<file path="config.mk">
export PLATFORM = sky130hd
export DESIGN_NAME = ad9911_spi_writer_flat
export DESIGN_NICKNAME = d
export VERILOG_FILES = /design/src/rtl/ad9911_pkg.sv /design/src/rtl/ad9911_spi_writer_if.sv /design/src/rtl/ad9911_sclk_tick.sv /design/src/rtl/ad9911_spi_writer.sv /design/src/flat_wrapper.sv
export SDC_FILE = /design/constraint.sdc
export NUM_CORES = 1
export LEC_CHECK = 0
export CAP_MARGIN = 20
export CORE_ASPECT_RATIO = 1.5
export CORE_MARGIN = 1
export CORE_UTILIZATION = 56
export CTS_CLUSTER_SIZE = 14
export DETAILED_ROUTE_END_ITERATION = 8
export PLACE_DENSITY_LB_ADDON = 0.05
export SLEW_MARGIN = 20
export SYNTH_ARGS = -nofsm -noshare
export SYNTH_HDL_FRONTEND = slang
export SYNTH_SLANG_ARGS = --single-unit
</file>
<file path="constraint.sdc">
create_clock -name CLOCK_10M -period 2.85 [get_ports CLOCK_10M]
set_input_delay 0.4275 -clock CLOCK_10M [delete_from_list [all_inputs] [get_ports CLOCK_10M]]
set_output_delay 0.4275 -clock CLOCK_10M [all_outputs]
set_load 0.01 [all_outputs]
</file>
<file path="src/rtl/ad9911_pkg.sv">
// ad9911_pkg: shared definitions for the AD9911 serial-port writer.
//   - register address constants
//   - ad9911_reg_bytes(): payload length in bytes for a register address
//     (0 = invalid)
//   - FSM state encoding
// Build option: AD9911_IO_UPDATE_EN adds the UPD state (writer-driven IO_UPDATE).
package ad9911_pkg;

    localparam logic [7:0] AD9911_CSR      = 8'h00;
    localparam logic [7:0] AD9911_FR1      = 8'h01;
    localparam logic [7:0] AD9911_FR2      = 8'h02;
    localparam logic [7:0] AD9911_CFR      = 8'h03;
    localparam logic [7:0] AD9911_CTW0     = 8'h04;
    localparam logic [7:0] AD9911_CPOW0    = 8'h05;
    localparam logic [7:0] AD9911_ACR      = 8'h06;
    localparam logic [7:0] AD9911_LSR      = 8'h07;
    localparam logic [7:0] AD9911_RDW      = 8'h08;
    localparam logic [7:0] AD9911_FDW      = 8'h09;
    localparam logic [7:0] AD9911_CTW1     = 8'h0A;
    localparam logic [7:0] AD9911_CTW_LAST = 8'h18;

    localparam int unsigned SHIFT_W   = 40;
    localparam int unsigned BIT_CNT_W = 6;

    typedef enum logic [1:0] {
        ST_IDLE   = 2'd0,
        ST_SHIFT  = 2'd1,
        ST_REJECT = 2'd2
`ifdef AD9911_IO_UPDATE_EN
        ,
        ST_UPD    = 2'd3
`endif
    } ad9911_state_e;

    // Payload bytes for a register address; 0 marks an invalid address.
    function automatic logic [2:0] ad9911_reg_bytes(input logic [7:0] addr);
        logic [2:0] n;
        n = 3'd0;
        if (addr == AD9911_CSR)
            n = 3'd1;
        else if (addr == AD9911_FR2 || addr == AD9911_CPOW0 || addr == AD9911_LSR)
            n = 3'd2;
        else if (addr == AD9911_FR1 || addr == AD9911_CFR || addr == AD9911_ACR)
            n = 3'd3;
        else if (addr == AD9911_CTW0 || (addr >= AD9911_RDW && addr <= AD9911_CTW_LAST))
            n = 3'd4;
        return n;
    endfunction

endpackage

</file>
<file path="src/rtl/ad9911_spi_writer_if.sv">
// ad9911_spi_writer_if: register-write request handshake.
//   TR   write request (rising edge)      ADDR  register address
//   DATA right-aligned payload            BUSY  writer busy
// master = upstream requester, slave = SPI writer.
interface ad9911_spi_writer_if;
    logic        TR;
    logic [7:0]  ADDR;
    logic [31:0] DATA;
    logic        BUSY;

    modport master (output TR, output ADDR, output DATA, input BUSY);
    modport slave  (input TR, input ADDR, input DATA, output BUSY);
endinterface

</file>
<file path="src/rtl/ad9911_sclk_tick.sv">
// ad9911_sclk_tick: SCLK half-period divider.
//   CLOCK_10M, RESET_N  clock / async active-low reset
//   i_clear             synchronous restart of the half period
//   o_tick_c            high on the last cycle of each half period
module ad9911_sclk_tick #(
    parameter int unsigned SCLK_DIV = 1
) (
    input  logic CLOCK_10M,
    input  logic RESET_N,
    input  logic i_clear,
    output logic o_tick_c
);
    localparam logic [7:0] LAST = 8'(SCLK_DIV - 1);

    logic [7:0] r_cnt;

    assign o_tick_c = (r_cnt == LAST);

    always_ff @(posedge CLOCK_10M or negedge RESET_N) begin
        if (!RESET_N)
            r_cnt <= 8'd0;
        else if (i_clear || o_tick_c)
            r_cnt <= 8'd0;
        else
            r_cnt <= r_cnt + 8'd1;
    end
endmodule

</file>
<file path="src/rtl/ad9911_spi_writer.sv">
// ad9911_spi_writer: AD9911 3-wire serial-port write master.
//   CLOCK_10M, RESET_N        10 MHz clock / async active-low reset
//   req (slave)               TR/ADDR/DATA request, BUSY answer
//   CS_N, SCLK, SDIO          serial port pins (SDIO MSB first)
//   IO_UPDATE                 register-transfer strobe
// Build option: AD9911_IO_UPDATE_EN pulses IO_UPDATE for IO_UPD_W cycles after
// each write; otherwise IO_UPDATE is tied low and the strobe is external.
module ad9911_spi_writer
    import ad9911_pkg::*;
#(
    parameter int unsigned SCLK_DIV = 1,
    parameter int unsigned IO_UPD_W = 2
) (
    input  logic                 CLOCK_10M,
    input  logic                 RESET_N,
    ad9911_spi_writer_if.slave   req,
    output logic                 CS_N,
    output logic                 SCLK,
    output logic                 SDIO,
    output logic                 IO_UPDATE
);
    // Shared counter for REJECT (2 cycles) and the IO_UPDATE pulse.
    localparam int unsigned AUX_W = (IO_UPD_W > 3) ? 4 : 2;

    ad9911_state_e          r_state, w_state_nxt;
    logic                   r_tr_d;
    logic                   r_busy, w_busy_nxt;
    logic                   r_cs_n, w_cs_n_nxt;
    logic                   r_sclk, w_sclk_nxt;
    logic                   r_sdio, w_sdio_nxt;
    logic [SHIFT_W-1:0]     r_shift, w_shift_nxt, w_load;
    logic [BIT_CNT_W-1:0]   r_bit, w_bit_nxt;
    logic [BIT_CNT_W-1:0]   r_last_bit, w_last_bit_nxt;
    logic [AUX_W-1:0]       r_aux, w_aux_nxt;
    logic [2:0]             w_nbytes;
    logic                   w_accept;
    logic                   w_tick;

    ad9911_sclk_tick #(.SCLK_DIV(SCLK_DIV)) u_tick (
        .CLOCK_10M (CLOCK_10M),
        .RESET_N   (RESET_N),
        .i_clear   (w_accept),
        .o_tick_c  (w_tick)
    );

    assign req.BUSY = r_busy;
    assign CS_N     = r_cs_n;
    assign SCLK     = r_sclk;
    assign SDIO     = r_sdio;

`ifdef AD9911_IO_UPDATE_EN
    logic r_io_upd, w_io_upd_nxt;
    assign IO_UPDATE = r_io_upd;
`else
    assign IO_UPDATE = 1'b0;
`endif

    // Instruction byte over the low N payload bytes, left-justified, zero-filled.
    always_comb begin
        w_nbytes = ad9911_reg_bytes(req.ADDR);
        case (w_nbytes)
            3'd1:    w_load = {3'b000, req.ADDR[4:0], req.DATA[7:0],  24'd0};
            3'd2:    w_load = {3'b000, req.ADDR[4:0], req.DATA[15:0], 16'd0};
            3'd3:    w_load = {3'b000, req.ADDR[4:0], req.DATA[23:0], 8'd0};
            default: w_load = {3'b000, req.ADDR[4:0], req.DATA};
        endcase
    end

    // Next-state and output logic.
    always_comb begin
        w_state_nxt    = r_state;
        w_busy_nxt     = r_busy;
        w_cs_n_nxt     = r_cs_n;
        w_sclk_nxt     = r_sclk;
        w_sdio_nxt     = r_sdio;
        w_shift_nxt    = r_shift;
        w_bit_nxt      = r_bit;
        w_last_bit_nxt = r_last_bit;
        w_aux_nxt      = r_aux;
        w_accept       = 1'b0;
`ifdef AD9911_IO_UPDATE_EN
        w_io_upd_nxt   = r_io_upd;
`endif
        case (r_state)
            ST_IDLE: begin
                if (req.TR && !r_tr_d) begin
                    w_busy_nxt = 1'b1;
                    if (w_nbytes != 3'd0) begin
                        w_accept       = 1'b1;
                        w_state_nxt    = ST_SHIFT;
                        w_cs_n_nxt     = 1'b0;
                        w_sclk_nxt     = 1'b0;
                        w_shift_nxt    = w_load;
                        w_sdio_nxt     = w_load[SHIFT_W-1];
                        w_bit_nxt      = '0;
                        // 8N+7 = index of the last bit of an 8+8N bit frame
                        w_last_bit_nxt = {w_nbytes, 3'b111};
                    end else begin
                        w_state_nxt = ST_REJECT;
                        w_aux_nxt   = '0;
                    end
                end
            end
            ST_SHIFT: begin
                if (w_tick) begin
                    if (!r_sclk) begin
                        w_sclk_nxt = 1'b1;
                    end else if (r_bit == r_last_bit) begin
                        w_cs_n_nxt = 1'b1;
                        w_sclk_nxt = 1'b0;
                        w_sdio_nxt = 1'b0;
`ifdef AD9911_IO_UPDATE_EN
                        w_state_nxt  = ST_UPD;
                        w_io_upd_nxt = 1'b1;
                        w_aux_nxt    = '0;
`else
                        w_state_nxt  = ST_IDLE;
                        w_busy_nxt   = 1'b0;
`endif
                    end else begin
                        // SDIO moves to the next bit as SCLK falls
                        w_sclk_nxt  = 1'b0;
                        w_bit_nxt   = r_bit + BIT_CNT_W'(1);
                        w_shift_nxt = {r_shift[SHIFT_W-2:0], 1'b0};
                        w_sdio_nxt  = r_shift[SHIFT_W-2];
                    end
                end
            end
            ST_REJECT: begin
                if (r_aux == AUX_W'(1)) begin
                    w_state_nxt = ST_IDLE;
                    w_busy_nxt  = 1'b0;
                end else begin
                    w_aux_nxt = r_aux + AUX_W'(1);
                end
            end
`ifdef AD9911_IO_UPDATE_EN
            ST_UPD: begin
                if (r_aux == AUX_W'(IO_UPD_W - 1)) begin
                    w_state_nxt  = ST_IDLE;
                    w_busy_nxt   = 1'b0;
                    w_io_upd_nxt = 1'b0;
                end else begin
                    w_aux_nxt = r_aux + AUX_W'(1);
                end
            end
`endif
            default: w_state_nxt = ST_IDLE;
        endcase
    end

    // State and output registers.
    always_ff @(posedge CLOCK_10M or negedge RESET_N) begin
        if (!RESET_N) begin
            r_state    <= ST_IDLE;
            r_tr_d     <= 1'b0;
            r_busy     <= 1'b0;
            r_cs_n     <= 1'b1;
            r_sclk     <= 1'b0;
            r_sdio     <= 1'b0;
            r_shift    <= '0;
            r_bit      <= '0;
            r_last_bit <= '0;
            r_aux      <= '0;
`ifdef AD9911_IO_UPDATE_EN
            r_io_upd   <= 1'b0;
`endif
        end else begin
            r_state    <= w_state_nxt;
            r_tr_d     <= req.TR;
            r_busy     <= w_busy_nxt;
            r_cs_n     <= w_cs_n_nxt;
            r_sclk     <= w_sclk_nxt;
            r_sdio     <= w_sdio_nxt;
            r_shift    <= w_shift_nxt;
            r_bit      <= w_bit_nxt;
            r_last_bit <= w_last_bit_nxt;
            r_aux      <= w_aux_nxt;
`ifdef AD9911_IO_UPDATE_EN
            r_io_upd   <= w_io_upd_nxt;
`endif
        end
    end
endmodule

</file>
<file path="src/flat_wrapper.sv">
// flat-port wrapper written by rule: the top's interface ports become plain ports
module ad9911_spi_writer_flat import ad9911_pkg::*;
#(
    parameter int unsigned SCLK_DIV = 1,
    parameter int unsigned IO_UPD_W = 2
)
  (CLOCK_10M, RESET_N, CS_N, SCLK, SDIO, IO_UPDATE, req_TR, req_ADDR, req_DATA, req_BUSY);
  ad9911_spi_writer_if req_i ();
  input  logic CLOCK_10M;
  input  logic RESET_N;
  output logic CS_N;
  output logic SCLK;
  output logic SDIO;
  output logic IO_UPDATE;
  input wire logic [$bits(req_i.TR)-1:0] req_TR;
  input wire logic [$bits(req_i.ADDR)-1:0] req_ADDR;
  input wire logic [$bits(req_i.DATA)-1:0] req_DATA;
  output wire logic [$bits(req_i.BUSY)-1:0] req_BUSY;
  assign req_i.TR = req_TR;
  assign req_i.ADDR = req_ADDR;
  assign req_i.DATA = req_DATA;
  assign req_BUSY = req_i.BUSY;
  ad9911_spi_writer #(.SCLK_DIV(SCLK_DIV), .IO_UPD_W(IO_UPD_W)) u_core (.CLOCK_10M(CLOCK_10M), .RESET_N(RESET_N), .req(req_i), .CS_N(CS_N), .SCLK(SCLK), .SDIO(SDIO), .IO_UPDATE(IO_UPDATE));
endmodule
</file>
==> run_results.csv <==
group,metric,value,unit
clock_network,path_clk_slew,80,ps
status,run_status,"finished with violations",
cells_and_area,drive_above_1_share,13.7,%
sta,relSlewSlack,58.6,%
grt,grt_pass1_vias,3303,
worst_setup_path,critical_path_peak_fanout,43,
worst_setup_path,critical_path.n_buffers_inverters,1,
status,violations_in_the_final_reports,"design-rule violations",
cells_and_area,fin_cells,552,
sta,max_clock_freq,405,MHz
die,num_rows,37,
die,floorplan.initialDensity,57.9,%
synth,synth_async_sr_flop_share,100,%
sta,worst_pin_slew,622,ps
place,gp_congestion,0.909,
synth,synth_enable_flop_cells,0,
synth,library_cell_occupying_the_most_area_in_the_post_synthesis_netlist,"dfrtp_1",
clock_network,clk_latency,360,ps
sta,min_period_over_period,86.7,%
synth,postSynthCellCount,425,
power,power_report.internal_total,2250,uW
power,switching_power_as_a_share_of_total_power,36.6,%
clock_network,max-clock-path-buffers,2,
die,die_x,70.7,um
die,i_o_pin_count,48,
worst_setup_path,path_cells,"or4_4, a2111oi_4, a211o_2, buf_4, nand2b_1, o31a_1",
route,routed-via-count,3424,
route,routed_wirelength,9910,um
sta,fin_tns_setup,0,ps
power,power_leakage,0.00201,uW
sta,period_minus_slack,2470,ps
synth,yosys_warnings,0,
place,post-dp-hpwl,7200,um
worst_setup_path,cp_data_required_time,3100,ps
power,p_per_area,752,nW/um^2
route,drt_pre_antenna_iters,7,
power,share_of_total_power_in_sequential_cells,40.7,%
cells_and_area,area_delta_synth_final,19.1,%
worst_setup_path,crit_path_top_delay_cell,"or4_4",
worst_setup_path,path_delay_family,"compound AO/OA/AOI/OAI gates",
grt,grt_antenna_before_repair,0,
grt,globalRouteTotalUtil,28.6,%
worst_setup_path,worst_path_largest_cell_delay,560,ps
synth,synth_top_cells_by_area,"dfrtp_1 (41%), mux2_2 (5.7%), nand2_1 (5.0%)",
place,number_of_placed_instances_with_taps_included,536,
synth,synth.most_common_cell,"dfrtp_1",
clock_network,postCtsHoldBufs,0,
hold_path,hold_class,"in -> async",
worst_setup_path,worst-setup-path-type,"reg -> reg",
synth,synth.cell_area,3970,um^2
sta,rsz0062_at_grt,"false",
die,coreArea,6850,um^2
die,fp.dieH,105,um
synth,nets_in_the_synthesized_netlist,476,
grt,pin_count_of_the_biggest_net_entering_global_routing,44,
synth,synth.lib_cells_used.distinct,56,
synth,seq_area_frac_synth,41.7,%
synth,post_synth_most_frequent_cells,"dfrtp_1 (65), nand2_1 (53), o21ai_0 (38), mux2_2 (20), a21oi_1 (18)",
sta,maxSlewViolCount,0,
sta,setup_viol,0,
synth,synthDominantCellAreaShare,41.0,%
route,viasPerCell,6.20,
clock_network,cts.sink_count,66,
place,io_buffer_count,46,
cells_and_area,num_antenna_cells,0,
power,share_clk_of_total_power,23.3,%
synth,yosys_most_used_dff,"dfrtp_1",
power,p_switching,1300,uW
die,die_outline_area,7430,um^2
grt,overall_overflow_remaining_after_global_route,0,
cells_and_area,finalNetCount,520,
clock_network,root_buffer,"clkbuf_8",
worst_setup_path,worstSetupStartpointType,"register",
grt,grt_pass1_wl,16100,um
run,max-cap-violations,0,
synth,post_synth.cell_area_avg,9.34,um^2
clock_network,cts_tree,"built",
power,share_comb_of_total_power,36.0,%
worst_setup_path,crit_arrival,2720,ps
clock_network,post_cts_resize_count,0,
sta,timing.final.hold_violations,0,
power,irDropWorstVdd,0.537,mV
route,residual_antenna_violating_net_count_after_detailed_routing,0,
clock_network,cts_setup_buffers,0,
clock_network,number_of_buffers_created_by_cts,9,
worst_setup_path,end_kind,"register",
route,drt-initial-drc-count,198,
clock_network,htree_levels,3,
synth,synth_seq_cells,66,
route,routedWlPerCell,18.0,um
route,drcViolationCount,6,
sta,clock_skew,7.19,ps
-- registers in the layout, summed over array words and instances (netlist names) --
signal,count
u_core.r_tr_d,1
u_core.r_state,2
u_core.SDIO,1
u_core.SCLK,1
u_core.r_shift,39
u_core.r_last_bit,4
u_core.CS_N,1
u_core.u_tick.r_cnt,8
u_core.req.BUSY,1
u_core.r_bit,6
u_core.r_aux,2
-- layout by cell type, fill, tap and decap left out, drive strengths merged, types with 2 or more instances in the layout --
master | synthesis | routed
dfrtp | 65 | 65
nand2 | 53 | 53
clkdlybuf4s50 | 0 | 45
o21ai | 38 | 38
mux2 | 20 | 20
buf | 15 | 19
a21oi | 18 | 18
mux2i | 16 | 16
nor2 | 16 | 16
a22oi | 15 | 15
o31ai | 12 | 12
clkbuf | 16 | 12
inv | 11 | 11
nand3 | 11 | 11
a31oi | 10 | 10
a211oi | 10 | 10
nor3 | 10 | 10
xor2 | 9 | 9
nor2b | 8 | 8
o22ai | 8 | 8
ha | 8 | 8
a222oi | 7 | 7
and3 | 5 | 5
nand2b | 5 | 5
a22o | 3 | 3
a221oi | 3 | 3
or4 | 3 | 3
and2 | 2 | 2
nand4 | 2 | 2
a32oi | 2 | 2
a21o | 2 | 2
a32o | 2 | 2
or3 | 2 | 2
clkinvlp | 0 | 2
o311ai | 2 | 2
nor4b | 2 | 2
a211o | 2 | 2
-- stage by stage --
step	hold slack (ps)	power, uW	worst slack [ps]	instance area (um^2)	util (%)
floorplan	132	2390	621	3970	-
global placement	461	2690	308	4520	66.0
detailed placement	467	2740	285	4520	66.0
CTS	81.3	3570	395	4730	69.0
global route	110	3810	230	4730	69.0
finish	72.3	3550	379	4730	69.0
-- power by group through the flow --
stage,Combinational [uW],Clock (uW),Sequential [uW]
after floorplan,974,0,1420
after detailed placement,1280,0,1460
after CTS,1290,842,1440
after global placement,1240,0,1450
final,1280,827,1450
after global routing,1440,883,1480
-- layer usage --
metal / global-route usage, % / vias up / share of wire [%]
met3: 5.88 / 21 / 4.6
met2: 50.7 / 98 / 53
met1: 32.5 / 1636 / 39
li1: - / 1669 / -
met5: 0 / - / 0
met4: 12.7 / 0 / 2.7
-- layout make-up --
| class | count | area, um^2 |
|---|---|---|
| sequential | 66 | 1650 |
| clock inverter | 4 | 50.0 |
| tap | 78 | 97.6 |
| timing repair buffer | 64 | 603 |
| inverter | 11 | 41.3 |
| clock buffer | 12 | 155 |
| multi-input combinational | 317 | 2130 |
| fill | 580 | 2120 |
-- cell families after synthesis --
logic type / count (synthesis) / synth area share (%)
mux: 36 / 9.71
compound gates: 139 / 23.8
buf+inv: 42 / 4.73
xor+xnor: 10 / 2.21
fa+ha+maj: 8 / 2.52
simple gates: 123 / 15.3
other cells: 1 / 0.0945
flops: 66 / 41.7
-- worst paths after layout --
kind | start | cells after the start | endpoint | slack, ps
worst max-delay path | u_core.r_bit[2] | 6 | u_core.r_shift[9] | 380
max in group asynchronous | RESET_N | 2 | u_core.CS_N | 2080
worst min-delay path | RESET_N | 1 | u_core.r_shift[38] | 70
worst max register to register | u_core.r_bit[2] | 6 | u_core.r_shift[9] | 380
worst min register to register | u_core.r_aux[1] | 1 | u_core.r_aux[1] | 480
min in group CLOCK_10M | u_core.r_aux[1] | 1 | u_core.r_aux[1] | 480
Power figures use the tool's default switching activity.
